File: src/rtl/nn_pkg.sv
// Shared types and constants for the mac sequencer and its mac datapath.
package nn_pkg;
  localparam int IN_WIDTH       = 8;
  localparam int OUT_WIDTH      = 22;
  localparam int MAC_PIPE_DEPTH = 2;

  typedef enum logic [2:0] {IDLE, CLEAR, RUN, DRAIN, CAPTURE, HOLD} mac_seq_state_t;
endpackage

File: src/rtl/en_pipe.sv
// Enable skew shift register: q[i] is d delayed by i cycles, cleared on reset.
module en_pipe #(
  parameter int DEPTH = 2
) (
  input  logic           clk,
  input  logic           rst,
  input  logic           d,
  output logic [DEPTH:1] q
);
  logic [DEPTH:0] vld_pipe;

  assign vld_pipe[0] = d;

  always_ff @(posedge clk) begin
    if (rst) vld_pipe[DEPTH:1] <= '0;
    else     vld_pipe[DEPTH:1] <= vld_pipe[DEPTH-1:0];
  end

  assign q = vld_pipe[DEPTH:1];
endmodule

File: src/rtl/mac_seq.sv
// Sequencer for one mac unit: streams len img/weight pairs from sync RAMs, skews the mac
// enables to its pipeline, captures the accumulator and offers it on a valid/ready port.
module mac_seq #(
  parameter int IN_WIDTH   = nn_pkg::IN_WIDTH,
  parameter int OUT_WIDTH  = nn_pkg::OUT_WIDTH,
  parameter int ADDR_WIDTH = 10,
  parameter int LEN_WIDTH  = 7
) (
  input  logic                  clk,
  input  logic                  rst,
  input  logic                  start,
  input  logic [LEN_WIDTH-1:0]  len,
  input  logic [ADDR_WIDTH-1:0] img_base,
  input  logic [ADDR_WIDTH-1:0] wgt_base,
  output logic                  busy,
  output logic                  mem_rd_en,
  output logic [ADDR_WIDTH-1:0] img_addr,
  output logic [ADDR_WIDTH-1:0] wgt_addr,
  output logic                  rst_mem,
  output logic                  mul_mem_en,
  output logic                  ac_mem_en,
  input  logic [OUT_WIDTH-1:0]  mac_out,
  output logic [OUT_WIDTH-1:0]  res_data,
  output logic                  res_valid,
  input  logic                  res_ready
);
  import nn_pkg::*;

  if (OUT_WIDTH < 2 * IN_WIDTH) begin : g_bad_width
    $error("mac_seq: OUT_WIDTH too narrow for one product");
  end

  mac_seq_state_t                state, next_state;
  logic [LEN_WIDTH-1:0]          len_q, cnt;
  logic [ADDR_WIDTH-1:0]         img_base_q, wgt_base_q;
  logic [MAC_PIPE_DEPTH:1]       en_q;

  always_comb begin
    next_state = state;
    case (state)
      IDLE:    if (start && len != '0) next_state = CLEAR;
      CLEAR:   next_state = RUN;
      RUN:     if (cnt == len_q - LEN_WIDTH'(1)) next_state = DRAIN;
      DRAIN:   if (cnt == LEN_WIDTH'(MAC_PIPE_DEPTH - 1)) next_state = CAPTURE;
      CAPTURE: next_state = HOLD;
      HOLD:    if (res_ready) next_state = IDLE;
      default: next_state = IDLE;
    endcase
  end

  // Outputs are registered from next_state so they line up with the state they describe.
  always_ff @(posedge clk) begin
    if (rst) begin
      state      <= IDLE;
      busy       <= 1'b0;
      mem_rd_en  <= 1'b0;
      res_valid  <= 1'b0;
      res_data   <= '0;
      img_addr   <= '0;
      wgt_addr   <= '0;
      cnt        <= '0;
      len_q      <= '0;
      img_base_q <= '0;
      wgt_base_q <= '0;
    end else begin
      state     <= next_state;
      busy      <= (next_state != IDLE);
      mem_rd_en <= (next_state == RUN);
      res_valid <= (next_state == HOLD);
      case (state)
        IDLE: if (next_state == CLEAR) begin
          len_q      <= len;
          img_base_q <= img_base;
          wgt_base_q <= wgt_base;
        end
        CLEAR: begin
          cnt      <= '0;
          img_addr <= img_base_q;
          wgt_addr <= wgt_base_q;
        end
        RUN: begin
          // cnt is reused as the drain counter once the reads are done
          if (next_state == DRAIN) cnt <= '0;
          else begin
            cnt      <= cnt + LEN_WIDTH'(1);
            img_addr <= img_addr + ADDR_WIDTH'(1);
            wgt_addr <= wgt_addr + ADDR_WIDTH'(1);
          end
        end
        DRAIN:   cnt <= cnt + LEN_WIDTH'(1);
        CAPTURE: res_data <= mac_out;
        default: ;
      endcase
    end
  end

  en_pipe #(.DEPTH(MAC_PIPE_DEPTH)) u_en_pipe (
    .clk (clk),
    .rst (rst),
    .d   (mem_rd_en),
    .q   (en_q)
  );

  assign mul_mem_en = en_q[1];
  assign ac_mem_en  = en_q[MAC_PIPE_DEPTH];
  assign rst_mem    = rst | (state == CLEAR);
endmodule

File: config.mk
export PLATFORM = sky130hd
export DESIGN_NAME = mac_seq
export DESIGN_NICKNAME = d
export VERILOG_FILES = /design/src/rtl/nn_pkg.sv /design/src/rtl/en_pipe.sv /design/src/rtl/mac_seq.sv
export SDC_FILE = /design/constraint.sdc
export NUM_CORES = 1
export LEC_CHECK = 0
export ABC_AREA = 0
export CORE_MARGIN = 2
export CORE_UTILIZATION = 50
export DETAILED_ROUTE_END_ITERATION = 6
export HOLD_SLACK_MARGIN = 0.12
export PLACE_DENSITY = 0.9
export SYNTH_ARGS = -nofsm -noshare
export SYNTH_HDL_FRONTEND = slang
export SYNTH_SLANG_ARGS = --single-unit
File: constraint.sdc
create_clock -name clk -period 4 [get_ports clk]
set_input_delay 0.8 -clock clk [delete_from_list [all_inputs] [get_ports clk]]
set_output_delay 0.8 -clock clk [all_outputs]
set_load 0.03 [all_outputs]
# Word-level counts from Yosys, hierarchy flattened

Cells that the tools add are included.

Bits in registers: 84
Input bits: 53
Output and inout bits: 48
Logic and storage cells: 48

$add $sub $neg: 4
Equal/unequal tests: 12
Multiplexer cells: 11
Bitwise logic cells: 1
Reductions and logical operators: 8

Operators by type and width:

| kind                                              | number |
|---|---|
| one-hot mux 10 bit (2 select lines)               | 2 |
| one-hot mux 7 bit (3 select lines)                | 1 |
| adder 10 x 1 -> 10 bit (second input constant)    | 2 |
| two-way mux 10 bit                                | 2 |
| one-hot mux 3 bit (6 select lines)                | 1 |
| == test 3 x 2 -> 1 bit (second input constant)    | 4 |
| two-way mux 3 bit                                 | 4 |
| == test 3 bit (second input constant)             | 3 |
| adder 7 x 1 -> 7 bit (second input constant)      | 1 |
| == test 7 x 1 -> 1 bit (second input constant)    | 1 |
| == test 7 bit                                     | 1 |
| two-way mux 7 bit                                 | 1 |
| nonzero test 7 bit                                | 1 |
| subtractor 7 x 1 -> 7 bit (second input constant) | 1 |
| == test 3 x 1 -> 1 bit (second input constant)    | 2 |
| nonzero test 3 bit                                | 2 |
| AND reduction 2 bit                               | 2 |
| logical NOT 3 bit                                 | 1 |
| inequality test 2 bit (second input constant)     | 1 |
| nonzero test 2 bit                                | 1 |
| logical AND 1 bit                                 | 1 |
| OR 1 bit                                          | 1 |

# Depth between registers and ports, before layout

Gate-level depths: netlist (run 1).

Depth in word-level cells: 7
Gate-level depth with buffers: 10
Depth with buffers taken out: 8

# Modules after synthesis

Synthesis (run 1) repeated with hierarchy kept, for this count alone.

Cells, all modules: 446
Area, all modules: 3752.3 sq um

By module, submodules not included:

| module  | instances | cells an instance | area each (sq um) | sequential area each (sq um) |
|---|---|---|---|---|
| mac_seq | 1         | 442               | 3699.8            | 1641.6 |
| en_pipe | 1         | 4                 | 52.6              | 40.0 |

# Least setup slack after synthesis (run 1)

OpenSTA, ideal clock, no wires.

Path type: input to output
Start: input rst
End: output rst_mem
Arrival: 1573 ps
Required time: 3200 ps
Slack: 1627 ps
Cell stages on the path: 3
Buffers on the path: 1
Path through: nor2_1 > clkbuf_1 > inv_1

Word-level cells in the longest chain between the ends: 1

Ends and longest elaborated chain:

| element     | RTL line       | text |
|---|---|---|
| from (decl) | mac_seq.sv:10  | `input logic rst,` |
| OR 1 bit    | mac_seq.sv:106 | `assign rst_mem = rst \| (state == CLEAR);` |
| to (decl)   | mac_seq.sv:19  | `output logic rst_mem,` |

No other way between the ends.

# Worst setup path after layout (run 1)

Start: register state[0]
End: output rst_mem

Word-level cells in the longest chain between the ends: 2

Ends and longest elaborated chain:

| element                | RTL line       | text |
|---|---|---|
| from (decl)            | mac_seq.sv:33  | `mac_seq_state_t state, next_state;` |
| from (signal assigned) | mac_seq.sv:66  | `state <= next_state;` |
| == test 3 x 1 -> 1 bit | mac_seq.sv:106 |  |
| OR 1 bit               | mac_seq.sv:106 |  |

No other way between the ends.

==> impl_metrics.json, run 1 <==
{
  "synth_seq_cells": 84,
  "syn_nets": 500,
  "cts_tree": "done",
  "synth_cell_types": 45,
  "startpoint_type": "register",
  "p_sw_mw": 0.494,
  "drtAntennaViolNets": 0,
  "drive_gt1_share_pct": 5.58,
  "cap_violations": 0,
  "ys_warn_count": 0,
  "start_util_pct": 51.2,
  "wl_per_cell_um": 14.4,
  "grt_pass1_vias": 3285,
  "row_count": 31,
  "crit_fanout": 18,
  "pwr-share-clk_pct": 31.2,
  "num_antenna_cells": 0,
  "min_from": "res_data[9]$_SDFFE_PP0P_",
  "fin_crit_sh_pct": 82.3,
  "first_pass_iters": 5,
  "fin_nets": 591,
  "io_buffer_count": 100,
  "initialDrtViolationCount": 252,
  "crit_arrival_ns": 2.49,
  "maxSlewHeadroom_pct": 37.7,
  "ys_seq_area_share_pct": 45.5,
  "final.min_clock_period_ns": 3.29,
  "holdWs_ns": 0.455,
  "min_path_cells": 2,
  "synth-edff-count": 0,
  "p_seq_share_pct": 52.6,
  "tns_ns": 0,
  "swShare_pct": 28.6,
  "finalSetupViolCount": 0,
  "ff2ff_path_depth": 8,
  "slew_viol_final": 0,
  "hold_end": "res_data[9]$_SDFFE_PP0P_",
  "dp_hpwl_um": 6480,
  "reg2reg_to": "wgt_addr[9]$_SDFFE_PP0P_",
  "worstSkewPairLatency_ns": 0.36,
  "synth.top_cell.area_share_pct": 45.5,
  "status": "completed",
  "postSynthCellCount": 442,
  "io_pins": 101,
  "worst_setup_path_end_kind": "output port",
  "layout.cells.non_filler": 637,
  "overflow": 0,
  "cts_root_buffer": "clkbuf_8",
  "p_per_area_nw_per_um2": 351,
  "finClkSkew_ns": 0.0173,
  "place.gp.congestion": 0.861,
  "synth.area.top_cells": "dfxtp_1, mux2i_1, nand2_1, a21oi_1, nor2_1",
  "grt_pass1_wl_um": 15200,
  "tightest_slew_ns": 0.932,
  "combPwrFrac_pct": 16.2,
  "antenna_found_initial": 0,
  "die_h_um": 90.0,
  "hold_path.class": "reg -> reg",
  "cts_buffer_depth": 2,
  "synthFlopType": "dfxtp_1",
  "vias": 3494,
  "htree_levels": 3,
  "crit_type": "reg -> out",
  "critPathRequiredTime_ns": 3.20,
  "path_clk_slew_ns": 0.08,
  "hold_violations": 0,
  "fp.dieW_um": 90.0,
  "wl_um": 9190,
  "ir_worst_vdd_mv": 0.194,
  "p_int_mw": 1.24,
  "rsz0062_at_grt": "false",
  "avgViaCountPerCell": 5.49,
  "grt_use_total_pct": 22.7,
  "yosysTopAreaCell": "dfxtp_1",
  "synthesis.area_um2": 3700,
  "syn_area_per_cell_um2": 8.36,
  "postCtsResizedCells": 0,
  "ff2ff_setup_slack_ns": 1.13,
  "cts_num_sinks": 84,
  "grt_max_degree": 66,
  "drc_errors": 0,
  "placed_cells": 620,
  "cts_setup_buffers": 0,
  "numCtsBuffers": 9,
  "r2r-start": "len_q[0]$_SDFFE_PP0P_",
  "syn_to_final_growth_pct": 33.4,
  "hold_buffers": 0,
  "leakagePower_nw": 1.77,
  "worstSetupStartpoint": "state[0]$_SDFF_PP0_",
  "dieArea_um2": 8100,
  "fmax_ghz": 0.304,
  "synthArstFlopShare_pct": 0,
  "core_area_um2": 7210
}
## logic make-up after synthesis
family	share of synthesized area, %
AO/OA/AOI/OAI	15.1
XOR/XNOR	2.84
adder cells (fa/ha/maj)	1.69
buffers and inverters	3.82
flip-flops	45.5
multiplexers	7.58
AND/OR/NAND/NOR	23.5
## per-layer routing
metal	global-route usage, %	part of all wire (%)
met5	0	0
met4	10.6	1.8
met3	7.63	9.1
met2	36.0	47
met1	28.1	42
## worst max-delay path, stage by stage, from the launching register on
cell and delay [ns]:
dfxtp_1 0.57, inv_1 0.19, nor3_1 0.36, nor2_1 0.08, buf_4 0.21, inv_1 0.06, clkdlybuf4s50_1 0.66
## flip-flops by register name, indices dropped and copies added, names as in the netlist
register	cells
res_data	22
img_addr	10
img_base_q	10
wgt_addr	10
wgt_base_q	10
cnt	7
len_q	7
state	3
u_en_pipe.q	2
busy	1
mem_rd_en	1
res_valid	1
## synth_stat cells (all sizes together) (3+ instances only)
| library cell | instances |
|---|---|
| nand3 | 7 |
| nor3b | 6 |
| nor2 | 54 |
| ha | 5 |
| nand2 | 68 |
| o21ai | 19 |
| a21oi | 47 |
| mux2i | 28 |
| buf | 7 |
| nand2b | 6 |
| o211ai | 7 |
| dfxtp | 84 |
| xor2 | 8 |
| o22ai | 5 |
| o311ai | 6 |
| nor3 | 11 |
| nor4 | 5 |
| clkbuf | 19 |
| nand3b | 3 |
| nor2b | 3 |
| and3 | 6 |
| inv | 7 |
| nand4 | 6 |
| xnor2 | 4 |
## placed cells by master, fill, tap and decap left out, types with 2 or more instances in the layout
cell type	count
clkbuf_8	9
and3_1	6
o21ai_1	3
o32ai_1	2
dfxtp_1	84
a21oi_1	47
clkdlybuf4s50_1	99
nor2_1	54
o311ai_0	6
clkinv_4	2
clkinv_2	2
o211ai_1	7
clkinvlp_4	2
inv_1	7
or2_2	2
nand3b_1	3
o22ai_1	5
o31ai_1	2
nand4_1	6
nor2b_1	3
mux2i_1	28
nor3b_1	6
xor2_1	8
o21ai_0	15
nand3_1	7
nand2b_1	6
nand2_1	68
a31oi_1	2
xnor2_1	4
ha_1	5
nor3_1	10
buf_4	5
and4_1	2
nor4_1	4
## final cells by class
class                      count  area, um^2
fill                         605        2280
sequential                    84        1680
tap                           99         124
timing repair buffer         106        1040
multi-input combinational    325        1880
clock buffer                   9         124
clock inverter                 7        51.3
inverter                       7        26.3
## power by group through the flow
stage / Combinational (mW) / Sequential (mW) / Clock [mW]
6_report: 0.281 / 0.910 / 0.540
5_1_grt: 0.305 / 0.916 / 0.588
4_1_cts: 0.281 / 0.909 / 0.549
3_5_place_dp: 0.278 / 0.929 / 0
3_3_place_gp: 0.271 / 0.927 / 0
2_1_floorplan: 0.149 / 0.939 / 0
## stage by stage
stage | utilization, % | setup slack (ns) | total power, mW | instance area, um^2
after floorplan | - | 1.63 | 1.09 | 3700
after global placement | 65.8 | 1.19 | 1.20 | 4740
after detailed placement | 65.8 | 1.11 | 1.21 | 4740
after CTS | 68.2 | 0.728 | 1.74 | 4920
after global routing | 68.3 | 0.538 | 1.81 | 4930
final | 68.3 | 0.708 | 1.73 | 4930
## worst max path at each step
stage | slack [ns] | endpoint
final | 0.71 | rst_mem
after detailed placement | 1.11 | rst_mem
after global placement | 1.19 | rst_mem
after CTS | 0.73 | rst_mem
after global routing | 0.54 | rst_mem
after floorplan | 1.63 | rst_mem
No activity file was read; power rests on OpenSTA's default activity.
==> inputs of run 2 (changes only) <==
- CORE_UTILIZATION: 50 -> 48
- PLACE_DENSITY: 0.9 -> 0.87
- clock period: 4 -> 3.15 ns (I/O delays scaled with it)
==> run 2 against run 1 <==
Effect of this change: power is 27% higher; critical path type unchanged; critical path depth stayed put; wire length is 2.1% lower; non-clock buffer count is 2 higher.
==> impl_metrics.json, run 2 (synthesized netlist as in run 1, its figures left out) <==
{
  "initialDrtViolationCount": 156,
  "drtAntennaViolNets": 0,
  "placed_cells": 626,
  "numCtsBuffers": 9,
  "syn_to_final_growth_pct": 33.7,
  "slew_viol_final": 0,
  "io_pins": 101,
  "tns_ns": 0,
  "io_buffer_count": 100,
  "status": "completed",
  "fin_crit_sh_pct": 84.4,
  "tightest_slew_ns": 0.745,
  "core_area_um2": 7610,
  "ir_worst_vdd_mv": 0.256,
  "grt_pass1_wl_um": 15000,
  "finClkSkew_ns": 0.00856,
  "avgViaCountPerCell": 5.40,
  "antenna_found_initial": 0,
  "dp_hpwl_um": 6360,
  "worst_setup_path_end_kind": "output port",
  "hold_buffers": 0,
  "cts_tree": "done",
  "htree_levels": 3,
  "startpoint_type": "register",
  "crit_fanout": 18,
  "first_pass_iters": 4,
  "path_clk_slew_ns": 0.09,
  "cts_root_buffer": "clkbuf_8",
  "overflow": 0,
  "fillers": 641,
  "drc_errors": 0,
  "fp.dieW_um": 91.8,
  "crit_type": "reg -> out",
  "hold_path.class": "reg -> reg",
  "p_per_area_nw_per_um2": 446,
  "worstSkewPairLatency_ns": 0.36,
  "hold_violations": 0,
  "finalSetupViolCount": 0,
  "largest_reg_flops": 22,
  "grt_use_total_pct": 21.8,
  "die_h_um": 91.8,
  "met2_usage_pct": 35.5,
  "rsz0062_at_grt": "false",
  "fmax_ghz": 0.376,
  "leakagePower_nw": 1.78,
  "crit_arrival_ns": 2.03,
  "final.min_clock_period_ns": 2.66,
  "grt_max_degree": 41,
  "cap_violations": 0,
  "global_route.usage.met1_pct": 27.1,
  "cts_setup_buffers": 0,
  "final_common_cell": "clkdlybuf4s50_1",
  "maxSlewHeadroom_pct": 49.8,
  "final_cell_mix": "clkdlybuf4s50_1, dfxtp_1, nand2_1",
  "fin_nets": 593,
  "met3_usage_pct": 6.66,
  "cts_num_sinks": 84,
  "regMostFlops": "res_data",
  "cts_buffer_depth": 2,
  "wl_per_cell_um": 14.0,
  "drive_gt1_share_pct": 6.11,
  "wl_um": 8990,
  "grt-busiest-layer": "met2",
  "grt_pass1_vias": 3289,
  "dieArea_um2": 8420,
  "postCtsResizedCells": 0,
  "start_util_pct": 48.6,
  "row_count": 32,
  "place.gp.congestion": 0.870,
  "critPathRequiredTime_ns": 2.52,
  "num_antenna_cells": 0,
  "layout.cells.non_filler": 642,
  "vias": 3464
}
## run 2: changes by cell type in the layout (fill, tap and decap cells not counted), sizes merged
cell           delta
clkdlybuf4s50     -1
buf               +3
## run 2: critical path, stage by stage (launching register included)
cell,delay [ns]
dfxtp_1,0.59
inv_1,0.20
nor3_1,0.39
nor2_1,0.07
buf_4,0.21
inv_1,0.06
buf_4,0.15
## run 2: per-stage QoR
step	total power, mW	setup WS (ns)	util (%)	hold WS, ns	instance area, um^2
3_5_place_dp	1.54	0.704	62.7	0.447	4770
2_1_floorplan	1.38	0.984	-	0.452	3700
6_report	2.21	0.490	65.0	0.456	4940
3_3_place_gp	1.53	0.823	62.7	0.442	4770
5_1_grt	2.30	0.238	65.0	0.481	4940
4_1_cts	2.22	0.484	65.0	0.458	4940
## run 2: cell type report
class                           instances  area (um^2)  share of cell area [%]
Clock buffer                            9          124                    2.51
Clock inverter                          7         51.3                    1.04
Inverter                                7         26.3                   0.532
Multi-Input combinational cell        325         1880                    38.0
Sequential cell                        84         1680                    34.0
Tap cell                              102          128                    2.58
Timing Repair Buffer                  108         1050                    21.3
## run 2: path summary, 6_finish.rpt
kind / slack (ns) / to / start / cells past startpoint
worst max-delay path: 0.49 / rst_mem / state[0]$_SDFF_PP0_ / 6
worst max register to register: 0.64 / cnt[4]$_SDFFE_PP0P_ / len_q[0]$_SDFFE_PP0P_ / 8
worst min register to register: 0.46 / res_data[5]$_SDFFE_PP0P_ / res_data[5]$_SDFFE_PP0P_ / 2
worst min-delay path: 0.46 / res_data[5]$_SDFFE_PP0P_ / res_data[5]$_SDFFE_PP0P_ / 2
## run 2: report_power, final
part           internal, mW  switching (mW)
Clock                 0.289           0.403
Sequential             1.11          0.0472
Combinational         0.175           0.183
## run 2: routing by layer
layer	vias to the layer above	share of wire (%)
li1	1738	-
met1	1601	43
met2	113	47
met3	12	8.2
met4	0	1.6
met5	-	0
